==> config.mk <==
export PLATFORM = sky130hd
export DESIGN_NAME = loop_filter_pi_flat
export DESIGN_NICKNAME = d
export VERILOG_FILES = /design/src/rtl/loop_filter_pi_if.sv /design/src/rtl/loop_filter_pi.sv /design/src/flat_wrapper.sv
export SDC_FILE = /design/constraint.sdc
export NUM_CORES = 1
export LEC_CHECK = 0
export BUFFER_PORTS_ARGS = -buffer_cell sky130_fd_sc_hd__buf_2
export CORE_ASPECT_RATIO = 0.75
export CORE_MARGIN = 2
export CORE_UTILIZATION = 40
export CTS_BUF_LIST = sky130_fd_sc_hd__clkbuf_16
export CTS_CLUSTER_SIZE = 14
export DETAILED_ROUTE_END_ITERATION = 12
export GPL_TIMING_DRIVEN = 1
export RECOVER_POWER = 50
export SKIP_LAST_GASP = 1
export SYNTH_ARGS = -nofsm -noshare
export SYNTH_HDL_FRONTEND = slang
export SYNTH_SLANG_ARGS = --single-unit
==> constraint.sdc <==
create_clock -name clk -period 2.6 [get_ports clk]
set_input_delay 0.26 -clock clk [delete_from_list [all_inputs] [get_ports clk]]
set_output_delay 0.26 -clock clk [all_outputs]
set_load 0.02 [all_outputs]
==> src/rtl/loop_filter_pi_if.sv <==
// loop_filter_pi_if: phase-detector input, control and frequency-word output bundle of loop_filter_pi.
interface loop_filter_pi_if #(parameter int DW = 26);
    logic signed [DW-1:0] pd;
    logic                 freeze;
    logic                 clear;
    logic signed [DW-1:0] frequency_df;
    logic                 out_valid;
    logic                 sat_flag;
    modport master(output pd, freeze, clear, input frequency_df, out_valid, sat_flag);
    modport slave(input pd, freeze, clear, output frequency_df, out_valid, sat_flag);
endinterface

==> src/rtl/loop_filter_pi.sv <==
// loop_filter_pi: decimating proportional + integral loop filter for carrier recovery.
// Optional saturating adds and sat_flag are enabled by defining LOOPFILTER_SAT_EN; otherwise adds wrap.
module loop_filter_pi #(
    parameter int DW         = 26,
    parameter int C1_SHIFT   = 6,
    parameter int C2_SHIFT   = 13,
    parameter int UPDATE_DIV = 8
) (
    input logic            clk,
    input logic            rst_n,
    loop_filter_pi_if.slave bus
);
    localparam int CW = $clog2(UPDATE_DIV);
    logic [CW-1:0]        cnt;
    logic signed [DW-1:0] sum, pd_reg, freq, sum_nxt, out_nxt;
    logic                 valid_r, sat_r, sat_acc, sum_clip, out_clip;
`ifdef LOOPFILTER_SAT_EN
    logic signed [DW:0] sum_ext, out_ext;
    // One guard bit exposes overflow; clamp toward the sign of the true result.
    always_comb begin
        sum_ext  = (DW+1)'(sum) + (DW+1)'(bus.pd >>> C2_SHIFT);
        out_ext  = (DW+1)'(sum) + (DW+1)'(pd_reg >>> C1_SHIFT);
        sum_clip = sum_ext[DW] ^ sum_ext[DW-1];
        out_clip = out_ext[DW] ^ out_ext[DW-1];
        sum_nxt  = sum_clip ? {sum_ext[DW], {(DW-1){~sum_ext[DW]}}} : sum_ext[DW-1:0];
        out_nxt  = out_clip ? {out_ext[DW], {(DW-1){~out_ext[DW]}}} : out_ext[DW-1:0];
    end
`else
    always_comb begin
        sum_clip = 1'b0;
        out_clip = 1'b0;
        sum_nxt  = sum + (bus.pd >>> C2_SHIFT);
        out_nxt  = sum + (pd_reg >>> C1_SHIFT);
    end
`endif
    always_ff @(posedge clk) begin
        if (!rst_n || bus.clear) begin
            cnt     <= '0;
            sum     <= '0;
            pd_reg  <= '0;
            freq    <= '0;
            valid_r <= 1'b0;
            sat_r   <= 1'b0;
            sat_acc <= 1'b0;
        end else begin
            cnt     <= (cnt == CW'(UPDATE_DIV - 1)) ? '0 : cnt + 1'b1;
            valid_r <= (cnt == CW'(1));
            if (cnt == '0) begin
                pd_reg  <= bus.pd;
                sat_acc <= !bus.freeze && sum_clip;
                if (!bus.freeze)
                    sum <= sum_nxt;
            end
            if (cnt == CW'(1)) begin
                freq  <= out_nxt;
                sat_r <= sat_acc | out_clip;
            end
        end
    end
    assign bus.frequency_df = freq;
    assign bus.out_valid    = valid_r;
    assign bus.sat_flag     = sat_r;
endmodule

==> src/flat_wrapper.sv <==
// flat-port wrapper written by rule: the top's interface ports become plain ports
module loop_filter_pi_flat 
#(
    parameter int DW         = 26,
    parameter int C1_SHIFT   = 6,
    parameter int C2_SHIFT   = 13,
    parameter int UPDATE_DIV = 8
)
  (clk, rst_n, bus_pd, bus_freeze, bus_clear, bus_frequency_df, bus_out_valid, bus_sat_flag);
  loop_filter_pi_if #(.DW(DW)) bus_i ();
  input logic clk;
  input logic rst_n;
  input wire logic [$bits(bus_i.pd)-1:0] bus_pd;
  input wire logic [$bits(bus_i.freeze)-1:0] bus_freeze;
  input wire logic [$bits(bus_i.clear)-1:0] bus_clear;
  output wire logic [$bits(bus_i.frequency_df)-1:0] bus_frequency_df;
  output wire logic [$bits(bus_i.out_valid)-1:0] bus_out_valid;
  output wire logic [$bits(bus_i.sat_flag)-1:0] bus_sat_flag;
  assign bus_i.pd = bus_pd;
  assign bus_i.freeze = bus_freeze;
  assign bus_i.clear = bus_clear;
  assign bus_frequency_df = bus_i.frequency_df;
  assign bus_out_valid = bus_i.out_valid;
  assign bus_sat_flag = bus_i.sat_flag;
  loop_filter_pi #(.DW(DW), .C1_SHIFT(C1_SHIFT), .C2_SHIFT(C2_SHIFT), .UPDATE_DIV(UPDATE_DIV)) u_core (.clk(clk), .rst_n(rst_n), .bus(bus_i));
endmodule
-- Word-level counts from Yosys, hierarchy flattened
Index checks and enable logic that the tools add are counted.
- word-level logic and storage cells: 16
- input bits: 30
- register bits: 82
- eq/ne operators: 2
- reduce and logical (&&, ||, !) cells: 5
- $add $sub $neg: 3
- bitwise gates (word level): 1
- operators by type and width (cell ; count):
    26-bit by 13-bit adder with 26-bit output ; 1
    26-bit by 20-bit adder with 26-bit output ; 1
    3-bit by 1-bit adder with 3-bit output (second input constant) ; 1
    3-bit by 1-bit equality test with 1-bit output (second input constant) ; 1
    3-bit equality test (second input constant) ; 1
    3-bit logical NOT ; 1
    2-bit AND reduction ; 1
    2-bit OR reduction ; 1
    1-bit logical NOT ; 1
    1-bit logical OR ; 1
    1-bit NOT ; 1

-- Depth between registers and ports, before layout
Gate-level depths: netlist of run 1.
- depth after elaboration: 3
- gate-level depth with buffers: 10
- depth with buffers taken out: 10

-- Worst setup path before layout of run 1
No wires, ideal clock.
- kind: reg2reg
- start: reg u_core.sum[0]
- end: reg u_core.sum[24]
- setup time: 0.120 ns
- required time: 2.480 ns
- period minus slack after synthesis: 2.375 ns
- slack: 0.225 ns
- arrival: 2.256 ns
- cell stages (with the launch flop): 11
- path buffers: 0
- path through: dfxtp_1 -> ha_1 -> inv_1 -> fa_1 -> nand2b_1 -> a21oi_1 -> o211ai_2 -> a21boi_2 -> a211oi_2 -> and4bb_2 -> a211o_1
- cells in the longest elaborated chain, start to end: 1
- ends and longest elaborated chain (item ; line ; text):
    from (decl) ; loop_filter_pi.sv:15 ; logic signed [DW-1:0] sum, pd_reg, freq, sum_nxt, out_nxt;
    from (signal assigned) ; loop_filter_pi.sv:52 ; sum <= sum_nxt;
    26-bit by 13-bit adder with 26-bit output ; loop_filter_pi.sv:32 ; sum_nxt = sum + (bus.pd >>> C2_SHIFT);
Every way passes these cells.
A chain may end at the register's enable or synchronous reset.

-- Worst setup path in the final report of run 1
- start: reg u_core.sum[8]
- end: reg u_core.sum[22]
The elaborated chain is that of the path after synthesis.

==> impl_metrics.ini, run 1 <==
[run_status]
outcome = finished clean

[sta]
rsz0062_at_grt = true
slew_viol_final = 0
setup-tns-final_ps = 0
slew_headroom_pct = 19.7
final_hold_viol_count = 0
worst_pin_slew_ps = 1200
max_freq_mhz = 406
min_period_ps = 2460
min_period_over_period_pct = 94.8
skew_ps = 9.61
setup_violations = 0

[synthesis]
ys_seq_area_share_pct = 27.9
synthCells = 721
synth_edf_count = 0
syn_nets = 807
ys.flop_type = dfxtp_1
ys_types = 63
ys_warn_count = 0
synthArstFlopShare_pct = 0
synth_area_um2 = 5460
avgSynthCellArea_um2 = 7.57
yosys_register_bits = 76

[drt]
num_vias = 5410
antenna_left = 0
wirelength_um = 15800
dr.pass1.iters = 5
detail_route.wl_per_cell_um = 16.6
drt_iter0_drc = 474
vias_per_cell = 5.69
drc = 0

[global_routing]
gr-total-overflow = 0
grt_pass1_wl_um = 25700
antenna_found_initial = 0
grt_max_degree = 29
first_global_vias = 4988
grt_usage_pct = 21.5

[hold_path]
hp-class = in2reg

[power]
power_mw = 3.02
power_density_nw_per_um2 = 484
clock_power_share_pct = 40.5
swShare_pct = 29.2
seqPwrFrac_pct = 41.1
p_sw_uw = 881
leakage_nw = 2.65
vdd_ir_drop_max_uv = 398
p_comb_share_pct = 18.4
p_int_mw = 2.14

[setup_path]
cpMaxStageDelayCell = ha_1
cp_data_arrival_time_ps = 2670
end_kind = register
worstSetupPathType = reg2reg
cp_cell_sequence = ha_1, nand2_1, nor3_1, o21ai_0, o21ai_2, a21oi_1, o211ai_1, or3b_1
rrSetupSlack_ps = 140
crit_path_start_kind = register
critPathBufInv = 0
crit_fanout = 7
cpLargestDelayFamily = simple AND/OR/NAND/NOR gates
cp_data_required_time_ps = 2810
critPathMaxStageDelay_ps = 430

[clocking]
cts_buffers = 9
cts_buffer_depth = 2
cts_hold_buf = 0
cts_tree = done
cts.htree.levels = 3
post_cts_buffers = 0
clkTransAtPathRegs_ps = 60
root_buffer = clkbuf_16
cts_num_sinks = 76
clkLatencyLatePin_ps = 330

[floorplan]
row_count = 36
die_w_um = 139
ios = 58
dieArea_um2 = 14600
coreArea_um2 = 13200
die_y_um = 105
initial_core_util_pct = 41.5

[cells_and_area]
final_common_cell = nand2_1
areaGrowthSynthToFinish_pct = 14.3
nets = 861
n_antenna_cell = 0
fillers = 1376
drive_gt1_share_pct = 9.87
layout_common_cells = nand2_1, a21oi_1, dfxtp_1
final_util_pct = 47.4
design_area_um2 = 6240

[placement]
gp_congestion = 0.980
io_buffers = 50
dp_hpwl_um = 12200
dpl_cell_area_um2 = 5970

[flow_run]
maxCapViolations = 0
## repair_timing
action,in CTS,in global routing
endpoints found under the hold margin,0,0
setup endpoints to repair,2,7
pin swaps,0,3
gates resized for setup,2,4
## power groups by stage
stage	Combinational (mW)	Sequential (mW)	Clock (mW)
floorplan	0.383	1.26	0
global route	0.617	1.24	1.30
finish	0.555	1.24	1.22
global placement	0.539	1.26	0
detailed placement	0.546	1.26	0
CTS	0.550	1.24	1.25
## cell usage after synthesis, types with 11 or more instances
master / instances / area, µm²
clkbuf_1: 19 / 71.3
o21a_1: 11 / 82.6
nor3_1: 14 / 70.1
nand2_1: 121 / 454
a211oi_1: 14 / 105
nand3_1: 27 / 135
o21ai_0: 45 / 225
nor2_1: 49 / 184
a21oi_1: 90 / 450
ha_1: 54 / 676
inv_1: 13 / 48.8
a21o_1: 21 / 158
xor2_1: 11 / 96.3
nand2b_1: 12 / 75.1
dfxtp_1: 76 / 1520
xnor2_1: 15 / 131
## worst paths after layout
check                               from                           to  cells after the start
max                        u_core.sum[8]               u_core.sum[22]                      8
min                            bus_pd[8]             u_core.pd_reg[8]                      3
max reg2reg                u_core.sum[8]               u_core.sum[22]                      8
min reg2reg  u_core.bus.frequency_df[23]  u_core.bus.frequency_df[23]                      2
## area by class of cell
cell class / instances / area (µm²) / area share [%]
flip-flops and latches: 76 / 1520 / 24.4
inverters: 13 / 48.8 / 0.782
well taps: 171 / 214 / 3.43
clock buffers: 9 / 225 / 3.61
clock inverters: 7 / 58.8 / 0.943
multi-input cells: 599 / 3760 / 60.3
repair buffers: 76 / 404 / 6.48
## per-layer routing
layer,GRT usage (%),wire length [µm]
met4,4.11,171
met1,32.9,8180
met2,31.0,6380
met3,4.17,1060
met5,0,0
## through the flow
stage	setup WS, ps	hold slack, ps	std cells
after global routing	-5.02	165	951
after floorplan	225	396	721
final	136	166	951
after detailed placement	-4.71	443	935
after CTS	64.2	163	951
after global placement	58.7	427	935
## logic make-up after synthesis
| logic type | Yosys count | synth area share (%) |
|---|---|---|
| AO/OA/AOI/OAI | 233 | 26.6 |
| adder cells (fa/ha/maj) | 56 | 13.1 |
| buffers and inverters | 46 | 3.53 |
| other | 1 | 0.0687 |
| multiplexers | 3 | 0.550 |
| XOR/XNOR | 26 | 4.17 |
| flip-flops | 76 | 27.9 |
| AND/OR/NAND/NOR | 280 | 24.1 |
## worst reg2reg max path, stage by stage (launching register included)
cell      delay [ps]
dfxtp_1          350
ha_1             430
nand2_1          150
nor3_1           330
o21ai_0          210
o21ai_2          230
a21oi_1          130
o211ai_1         160
or3b_1           350
Power figures use the tool's default switching activity.
==> run 2: changes to the inputs <==
--- a/config.mk
+++ b/config.mk
@@ -13,6 +13,7 @@
 export CTS_CLUSTER_SIZE = 14
 export DETAILED_ROUTE_END_ITERATION = 12
 export GPL_TIMING_DRIVEN = 1
+export PLACE_DENSITY = 0.56
 export RECOVER_POWER = 50
 export SKIP_LAST_GASP = 1
 export SYNTH_ARGS = -nofsm -noshare
==> constraint.sdc (replaced) <==
create_clock -name clk -period 2.6 [get_ports clk]
set_input_delay 0.26 -clock clk [delete_from_list [all_inputs] [get_ports clk]]
set_output_delay 0.26 -clock clk [all_outputs]
set_load 0.01 [all_outputs]
==> run 2 against run 1 <==
Net effect:
- clock skew is 2.8 ps lower
- worst hold slack worse by 2.1 ps
- non-clock buffer count is 3 lower
- clock-buffer cell count stayed put
- cell count is 0.32% lower
- worst setup slack better by 3.4 ps
- clock power is 8% higher
- sequential cell count stayed put
- sequential share of layout area is 0.088 points lower
- maximum frequency is 0.14% higher
- via count hardly changed
- global-route usage is 0.084 points higher
==> impl_metrics.ini, run 2 (synthesis results as in run 1) <==
[placement]
io_buffers = 50
gp_congestion = 0.924
dp_hpwl_um = 11900
dpl_cell_area_um2 = 5960

[sta]
rsz0062_at_grt = false
final_hold_viol_count = 0
setup_violations = 0
slew_headroom_pct = 29.5
max_freq_mhz = 406
min_period_ps = 2460
min_period_over_period_pct = 94.6
setup-tns-final_ps = 0
slew_viol_final = 0
whs_ps = 164
worst_pin_slew_ps = 1060
skew_ps = 6.79

[cells_and_area]
layout_common_cells = nand2_1, a21oi_1, dfxtp_1
final_common_cell = nand2_1
nets = 858
n_antenna_cell = 0
design_area_um2 = 6260
drive_gt1_share_pct = 9.78
areaGrowthSynthToFinish_pct = 14.7

[drt]
wirelength_um = 15600
drc = 0
num_vias = 5406
detail_route.wl_per_cell_um = 16.5
drt_iter0_drc = 428
antenna_left = 0
dr.pass1.iters = 5
vias_per_cell = 5.70

[floorplan]
coreArea_um2 = 13200
ios = 58
die_y_um = 105
dieArea_um2 = 14600
die_w_um = 139
initial_core_util_pct = 41.5
row_count = 36

[global_routing]
gr-total-overflow = 0
grt_max_degree = 36
first_global_vias = 5010
antenna_found_initial = 0
grt_usage_pct = 21.6
grt_pass1_wl_um = 25600

[flow_run]
maxCapViolations = 0

[setup_path]
cp_data_arrival_time_ps = 2720
crit_fanout = 3
end_kind = register
cp_data_required_time_ps = 2860
worstSetupPathType = reg2reg
crit_path_start_kind = register

[run_status]
outcome = finished clean

[clocking]
cts_num_sinks = 76
root_buffer = clkbuf_16
clkTransAtPathRegs_ps = 60
cts_buffer_depth = 2
cts.htree.levels = 3
cts_hold_buf = 0
cts_buffers = 9
cts_tree = done
clkLatencyLatePin_ps = 340

[power]
leakage_nw = 2.66
power_density_nw_per_um2 = 496
vdd_ir_drop_max_uv = 367

[hold_path]
hp-class = in2reg
-- run 2: cell types whose count changed in the layout (fill, tap and decap cells not counted) --
cell,before,now
buf_12,0,1
a21oi_1,88,87
bufinv_16,1,2
a21oi_2,2,3
clkbuf_2,0,1
clkinv_2,2,0
buf_4,24,21
clkbuf_1,29,27
clkinv_1,2,3
-- run 2: final cells by class --
| class | count | area [µm²] |
|---|---|---|
| clock buffers | 9 | 225 |
| clock inverters | 7 | 82.6 |
| fillers | 1359 | 6890 |
| inverters | 13 | 48.8 |
| multi-input cells | 599 | 3770 |
| flip-flops and latches | 76 | 1520 |
| well taps | 171 | 214 |
| repair buffers | 73 | 399 |
-- run 2: final timing paths --
path | to | from | cells after the start | slack (ps)
setup reg to reg | u_core.bus.frequency_df[22] | u_core.sum[0] | 10 | 140
hold / removal | u_core.pd_reg[9] | bus_pd[9] | 3 | 160
hold reg to reg | u_core.bus.frequency_df[23] | u_core.bus.frequency_df[23] | 2 | 440
setup / recovery | u_core.bus.frequency_df[22] | u_core.sum[0] | 10 | 140
-- run 2: through the flow --
stage	util, %	total power, mW	setup WS (ps)	std cells
finish	47.6	3.11	139	948
detailed placement	45.3	1.80	55.5	931
CTS	47.6	3.13	32.7	947
global route	47.6	3.26	2.60	948
floorplan	-	1.64	225	721
global placement	45.3	1.79	89.2	931
-- run 2: critical path, cell delays in order (launching register included) --
cell and delay [ps]:
dfxtp_2 350, ha_1 160, inv_1 60, fa_2 360
and2b_1 240, o211ai_1 170, a21oi_2 220, a41oi_2 170
a31o_2 290, a211o_1 290, o211ai_1 70
-- run 2: routing by layer --
| layer | wire (µm) | up-vias | track usage, % | part of all wire, % |
|---|---|---|---|---|
| met5 | 0 | - | 0 | 0 |
| met4 | 214 | 0 | 5.63 | 1.4 |
| met3 | 811 | 19 | 3.85 | 5.2 |
| met2 | 6270 | 144 | 31.0 | 40 |
| met1 | 8340 | 2514 | 32.8 | 53 |
| li1 | - | 2729 | - | - |
-- run 2: power breakdown --
| group | switching (mW) | internal (mW) | leakage (nW) | total, mW |
|---|---|---|---|---|
| clock network | 0.492 | 0.827 | 0.149 | 1.32 |
| registers | 0.0382 | 1.20 | 0.618 | 1.24 |
| logic | 0.342 | 0.204 | 1.89 | 0.546 |
| total | 0.873 | 2.23 | 2.66 | 3.11 |
-- run 2: timing repair --
item,CTS,global route
endpoints found under the setup margin,0,7
buffers inserted,0,1
gates resized for setup,0,7
